==> config.mk <==
export PLATFORM = sky130hd
export DESIGN_NAME = if_fetch_buffer
export DESIGN_NICKNAME = d
export VERILOG_FILES = /design/src/rtl/if_fetch_buffer.sv
export SDC_FILE = /design/constraint.sdc
export NUM_CORES = 1
export LEC_CHECK = 0
export CORE_MARGIN = 10
export CORE_UTILIZATION = 45
export DETAILED_ROUTE_END_ITERATION = 8
export PLACE_DENSITY = 0.8
export SLEW_MARGIN = 20
export SYNTH_ARGS = -nofsm -noshare
export SYNTH_HDL_FRONTEND = slang
export SYNTH_SLANG_ARGS = --single-unit
==> constraint.sdc <==
create_clock -name clk -period 3.85 [get_ports clk]
set_input_delay 1.155 -clock clk [delete_from_list [all_inputs] [get_ports clk]]
set_output_delay 1.155 -clock clk [all_outputs]
set_load 0.1 [all_outputs]
==> src/rtl/if_fetch_buffer.sv <==
// ---------------------------------------------------------------------------
// if_fetch_buffer
//
// Instruction-fetch front end. Issues sequential fetches to instruction
// memory with up to MAX_INFLIGHT requests outstanding. Responses arrive in
// order and are queued with their PC in a DEPTH-entry FIFO. The FIFO head is
// handed to decode with a valid/ready handshake. A redirect flushes the FIFO,
// restarts fetching at redirect_pc and discards every response still in
// flight.
//
// Ports
//   clk, rst          rising-edge clock, synchronous active-high reset
//   redirect_valid/pc taken branch/jump: flush and refetch from redirect_pc
//   imem_req_*        fetch request (valid/ready) and fetch address
//   imem_rsp_*        in-order instruction word returned by memory
//   id_valid/ready    decode handshake for the FIFO head
//   id_pc/npc/ir      head PC, PC+4 and instruction word (0/0/NOOP if empty)
//   occupancy         number of valid FIFO entries
// ---------------------------------------------------------------------------
module if_fetch_buffer #(
    parameter int              XLEN         = 32,
    parameter int              DEPTH        = 4,
    parameter int              MAX_INFLIGHT = 2,
    parameter logic [XLEN-1:0] RESET_PC     = '0,
    parameter logic [31:0]     NOOP         = 32'h0000_0013
) (
    input  logic                       clk,
    input  logic                       rst,
    input  logic                       redirect_valid,
    input  logic [XLEN-1:0]            redirect_pc,
    output logic                       imem_req_valid,
    output logic [XLEN-1:0]            imem_req_addr,
    input  logic                       imem_req_ready,
    input  logic                       imem_rsp_valid,
    input  logic [31:0]                imem_rsp_data,
    output logic                       id_valid,
    output logic [XLEN-1:0]            id_pc,
    output logic [XLEN-1:0]            id_npc,
    output logic [31:0]                id_ir,
    input  logic                       id_ready,
    output logic [$clog2(DEPTH+1)-1:0] occupancy
);

    localparam int CW = $clog2(DEPTH + 1);
    localparam int PW = $clog2(DEPTH);

    logic [XLEN-1:0] fetch_pc_q, fetch_pc_d;
    logic [XLEN-1:0] resp_pc_q, resp_pc_d;
    logic [PW-1:0]   head_q, head_d;
    logic [PW-1:0]   tail_q, tail_d;
    logic [CW-1:0]   count_q, count_d;
    logic [CW-1:0]   inflight_q, inflight_d;
    logic [CW-1:0]   drop_q, drop_d;

    logic [XLEN-1:0] pc_mem_q [DEPTH];
    logic [31:0]     ir_mem_q [DEPTH];

    logic            credit_ok;
    logic            rsp_ok;
    logic            req_fire;
    logic            push;
    logic            pop;

    // Credit check: reserving a FIFO slot per outstanding request guarantees
    // every response can be written without back-pressure on memory.
    assign credit_ok = (({1'b0, count_q} + {1'b0, inflight_q}) < (CW+1)'(DEPTH))
                       && (inflight_q < CW'(MAX_INFLIGHT));

    assign imem_req_valid = !rst && !redirect_valid && credit_ok;
    assign imem_req_addr  = fetch_pc_q;
    assign req_fire       = imem_req_valid && imem_req_ready;

    // A response with nothing outstanding is a protocol error and is ignored.
    assign rsp_ok = imem_rsp_valid && (inflight_q != '0);
    // Responses belonging to a flushed stream (drop_q > 0) or arriving in the
    // redirect cycle itself never reach the FIFO.
    assign push   = rsp_ok && (drop_q == '0) && !redirect_valid;

    assign id_valid  = (count_q != '0) && !redirect_valid;
    assign pop       = id_valid && id_ready;
    assign id_pc     = (count_q != '0) ? pc_mem_q[head_q] : '0;
    assign id_npc    = (count_q != '0) ? pc_mem_q[head_q] + XLEN'(4) : '0;
    assign id_ir     = (count_q != '0) ? ir_mem_q[head_q] : NOOP;
    assign occupancy = count_q;

    always_comb begin
        fetch_pc_d = fetch_pc_q;
        resp_pc_d  = resp_pc_q;
        head_d     = head_q;
        tail_d     = tail_q;
        count_d    = count_q;
        inflight_d = inflight_q;
        drop_d     = drop_q;
        if (redirect_valid) begin
            // Everything still outstanding after this cycle is stale.
            count_d    = '0;
            head_d     = tail_q;
            fetch_pc_d = redirect_pc;
            resp_pc_d  = redirect_pc;
            inflight_d = inflight_q - CW'(rsp_ok);
            drop_d     = inflight_q - CW'(rsp_ok);
        end else begin
            if (req_fire) begin
                fetch_pc_d = fetch_pc_q + XLEN'(4);
            end
            inflight_d = inflight_q + CW'(req_fire) - CW'(rsp_ok);
            if (rsp_ok && (drop_q != '0)) begin
                drop_d = drop_q - CW'(1);
            end
            if (push) begin
                tail_d    = tail_q + PW'(1);
                resp_pc_d = resp_pc_q + XLEN'(4);
            end
            if (pop) begin
                head_d = head_q + PW'(1);
            end
            count_d = count_q + CW'(push) - CW'(pop);
        end
    end

    always_ff @(posedge clk) begin
        if (rst) begin
            fetch_pc_q <= RESET_PC;
            resp_pc_q  <= RESET_PC;
            head_q     <= '0;
            tail_q     <= '0;
            count_q    <= '0;
            inflight_q <= '0;
            drop_q     <= '0;
        end else begin
            fetch_pc_q <= fetch_pc_d;
            resp_pc_q  <= resp_pc_d;
            head_q     <= head_d;
            tail_q     <= tail_d;
            count_q    <= count_d;
            inflight_q <= inflight_d;
            drop_q     <= drop_d;
        end
    end

    // Storage entries carry no reset: count_q alone defines which are valid.
    generate
        for (genvar gi = 0; gi < DEPTH; gi++) begin : g_entry
            always_ff @(posedge clk) begin
                if (!rst && push && (tail_q == PW'(gi))) begin
                    pc_mem_q[gi] <= resp_pc_q;
                    ir_mem_q[gi] <= imem_rsp_data;
                end
            end
        end
    endgenerate

endmodule

==> results.yml <==
routing:
  num_vias: 10000
  first_pass_iters: 5
  drtAntennaViolNets: 0
  detail_route.wl_per_cell_microns: 21.0
  drc: 0
  dr.first_iter.drc_count: 670
  viasPerCell: 5.61
  wirelength_microns: 37500
final_layout:
  fillers: 2445
  area_growth_pct: 30.4
  final_core_util_pct: 59.6
  n_antenna_cell: 0
  nets: 1405
  layout-drive-gt1-share_pct: 28.8
sta:
  max_freq_mhz: 250
  rsz0062_at_grt: "true"
  min_period_over_period_pct: 104
  worstMarginPinSlew_ns: 1.03
  finalMaxSlewViolations: 0
  setup_viol: 18
  finalHoldViolations: 0
  fin_skew_ns: 0.00841
  relSlewSlack_pct: 30.3
  setup_ws_ns: -0.147
  hold_slack_ns: 0.480
  layout_min_cycle_time_ns: 4.00
  setup_tns_ns: -1.69
global_routing:
  grt_pass1_wl_microns: 58400
  grt_pass1_vias: 10100
  grt_usage_pct: 17.9
  gr-total-overflow: 0
  grt_max_degree: 71
  antenna_found_initial: 0
power:
  switching_power_uw: 3040
  power_frac_seq_pct: 42.0
  total_power_uw: 10000
  power.density_nw_per_um2: 517
  internal_power_uw: 6980
  clockPowerShare_pct: 34.6
  p_leak_uw: 0.00670
  peakVddDrop_v: 0.000278
  switching_share_pct: 30.4
  p_comb_share_pct: 23.4
synth:
  synth_edf_count: 256
  yosys_warnings: 0
  ys.flop_type: "edfxtp_1"
  yosys.area.top_type: "edfxtp_1"
  synth-seq-cells: 335
  synth_area_sq_um: 14900
  syn_inst: 1077
  synth_nets: 1167
  synth_top_area_share_pct: 51.7
  synthDistinctLibCells: 58
  synth_area_leaders: "edfxtp_1, dfxtp_1, mux4_2"
  synthArstFlopShare_pct: 0
  synth_seq_area_share_pct: 62.4
  syn_avg_cell_area_sq_um: 13.8
clock_network:
  clk_pin_slew_ns: 0.06
  cts_hold_buffers: 0
  cts_buffers: 36
  clk_latency_ns: 0.50
  cts_tree: "built"
  ctsLongestPathBuffers: 3
  h-tree-depth: 2
  cts_root_buffer: "clkbuf_16"
  cts.sinks: 335
place:
  pre_cts_slack_ns: 0.0698
  portBuffers: 202
  place.gp.congestion: 0.838
  place_hpwl_microns: 25700
min_path:
  holdCritStartpoint: "imem_req_addr[0]"
  whs_endpoint: "imem_req_addr[0]"
  hp-class: "flop to flop"
  worstHoldPathCells: 2
die:
  core-area_sq_um: 32500
  dieArea_sq_um: 40700
  die_w_microns: 202
  start_util_pct: 45.7
  rows: 66
  io-pin-count: 203
  die-height_microns: 202
critical_path:
  start_kind: "flop"
  cp_data_required_time_ns: 2.69
  r2r_start: "occupancy[0]"
  worstSetupPathType: "flop to output pin"
  r2r_slack_ns: 0.99
  crit_path_top_delay_cell: "or4_4"
  reg2regPathDepth: 10
  endpoint_kind: "output pin"
  max_stage_delay_ns: 0.54
  r2r_end: "occupancy[2]"
  cp_top_family: "simple AND/OR/NAND/NOR gates"
  crit_chain: "buf_12 > mux4_2 > nand4_2 > or4_4 > or4_4 > nand2_8 > buf_12"
  crit_arrival_ns: 2.84
  crit_fanout: 7
  cp_num_buf_inv: 2
status:
  violations: "setup timing"
  status: "finished with violations"
run:
  drv_cap: 0
-- sequential cells by signal, indices dropped and copies added (netlist names), named ones only --
name and flops:
drop_q 3, resp_pc_q 32, pc_mem_q 128, occupancy 3
inflight_q 3, ir_mem_q 128, imem_req_addr 32, tail_q 2
head_q 2
-- cells by family after synthesis --
kind of cell	synth area share, %
simple gates	13.3
flops	62.4
compound gates	5.72
buf+inv	2.71
mux	11.1
xor+xnor	3.01
fa+ha+maj	1.79
-- final cells by class --
class | instances | area [sq um] | area share [%]
clock buffers | 39 | 943 | 4.87
clock inverters | 25 | 259 | 1.34
inverters | 36 | 135 | 0.697
multi-input cells | 645 | 5380 | 27.7
flip-flops and latches | 335 | 9280 | 47.9
well taps | 442 | 553 | 2.85
repair buffers | 261 | 2840 | 14.6
-- through the flow --
step	cell area [sq um]	cells
after CTS	19300	1777
after global placement	17900	1701
after floorplan	15000	1077
after detailed placement	17900	1701
final	19400	1783
after global routing	19400	1783
-- cells in the final DEF, fill, tap and decap left out, types with 22 or more instances in the layout --
master,instances
nor2_1,59
mux4_2,64
buf_4,130
xnor2_1,38
clkbuf_16,37
and2_1,54
nand2_1,59
edfxtp_1,256
nand3_1,34
buf_12,55
a21oi_1,37
clkdlybuf4s50_1,67
nand4_1,22
dfxtp_1,76
inv_1,35
-- cells in the mapped netlist, types with 4 or more instances --
cell / count
or3_1: 11
nor3b_1: 4
clkbuf_1: 45
nor3_1: 13
or2_2: 5
and2_1: 75
o211ai_1: 9
mux2_2: 8
and3_1: 12
nand2b_1: 4
or4_1: 8
mux2_1: 7
o21ai_0: 16
a211oi_1: 9
o21bai_1: 4
nor4_1: 17
a31oi_1: 20
nor2_1: 66
buf_1: 4
nand4_1: 22
a311oi_1: 4
xor2_1: 13
edfxtp_1: 256
mux4_2: 62
inv_1: 35
a21oi_1: 39
xnor2_1: 38
dfxtp_1: 79
nand2_1: 60
a21boi_0: 20
ha_1: 18
and4_1: 10
buf_2: 7
nand3_1: 36
-- worst register-to-register path: stages (launching register included) --
cell and delay, ns:
dfxtp_1 0.37, or3_2 0.80, nand2_1 0.25, nor2_1 0.06
ha_1 0.26, inv_1 0.04, ha_1 0.18, fa_1 0.38
xnor2_1 0.18, xnor2_1 0.14, nor3_1 0.06
-- layer usage --
metal / up-vias / GRT usage [%] / part of all wire (%)
li1: 4576 / - / -
met1: 4976 / 24.5 / 43
met2: 422 / 28.7 / 47
met3: 36 / 4.24 / 8.9
met4: 0 / 3.14 / 1.1
met5: - / 0 / 0
-- timing repair --
action                                  4_1_cts  5_1_grt
endpoints found under the setup margin       28       23
buffers inserted                             11        7
gates cloned                                  1        0
gates resized for setup                      21        9
pin swaps                                     7        3
-- power by group through the flow --
stage          registers [uW]  clock network [uW]  logic, uW
2_1_floorplan            4400                   0       1450
3_3_place_gp             4260                   0       2250
3_5_place_dp             4280                   0       2290
4_1_cts                  4200                3530       2340
5_1_grt                  4220                3680       2500
6_report                 4210                3470       2350
-- how the worst max path moves through the flow --
stage	end	depth (start not counted)	startpoint
after floorplan	id_npc[11]	4	occupancy[0]
after global placement	id_npc[25]	7	flop
after detailed placement	id_npc[29]	7	flop
after CTS	id_npc[18]	7	flop
after global routing	id_npc[15]	8	flop
final	id_npc[18]	7	flop
(Power assumes the default switching activity.)
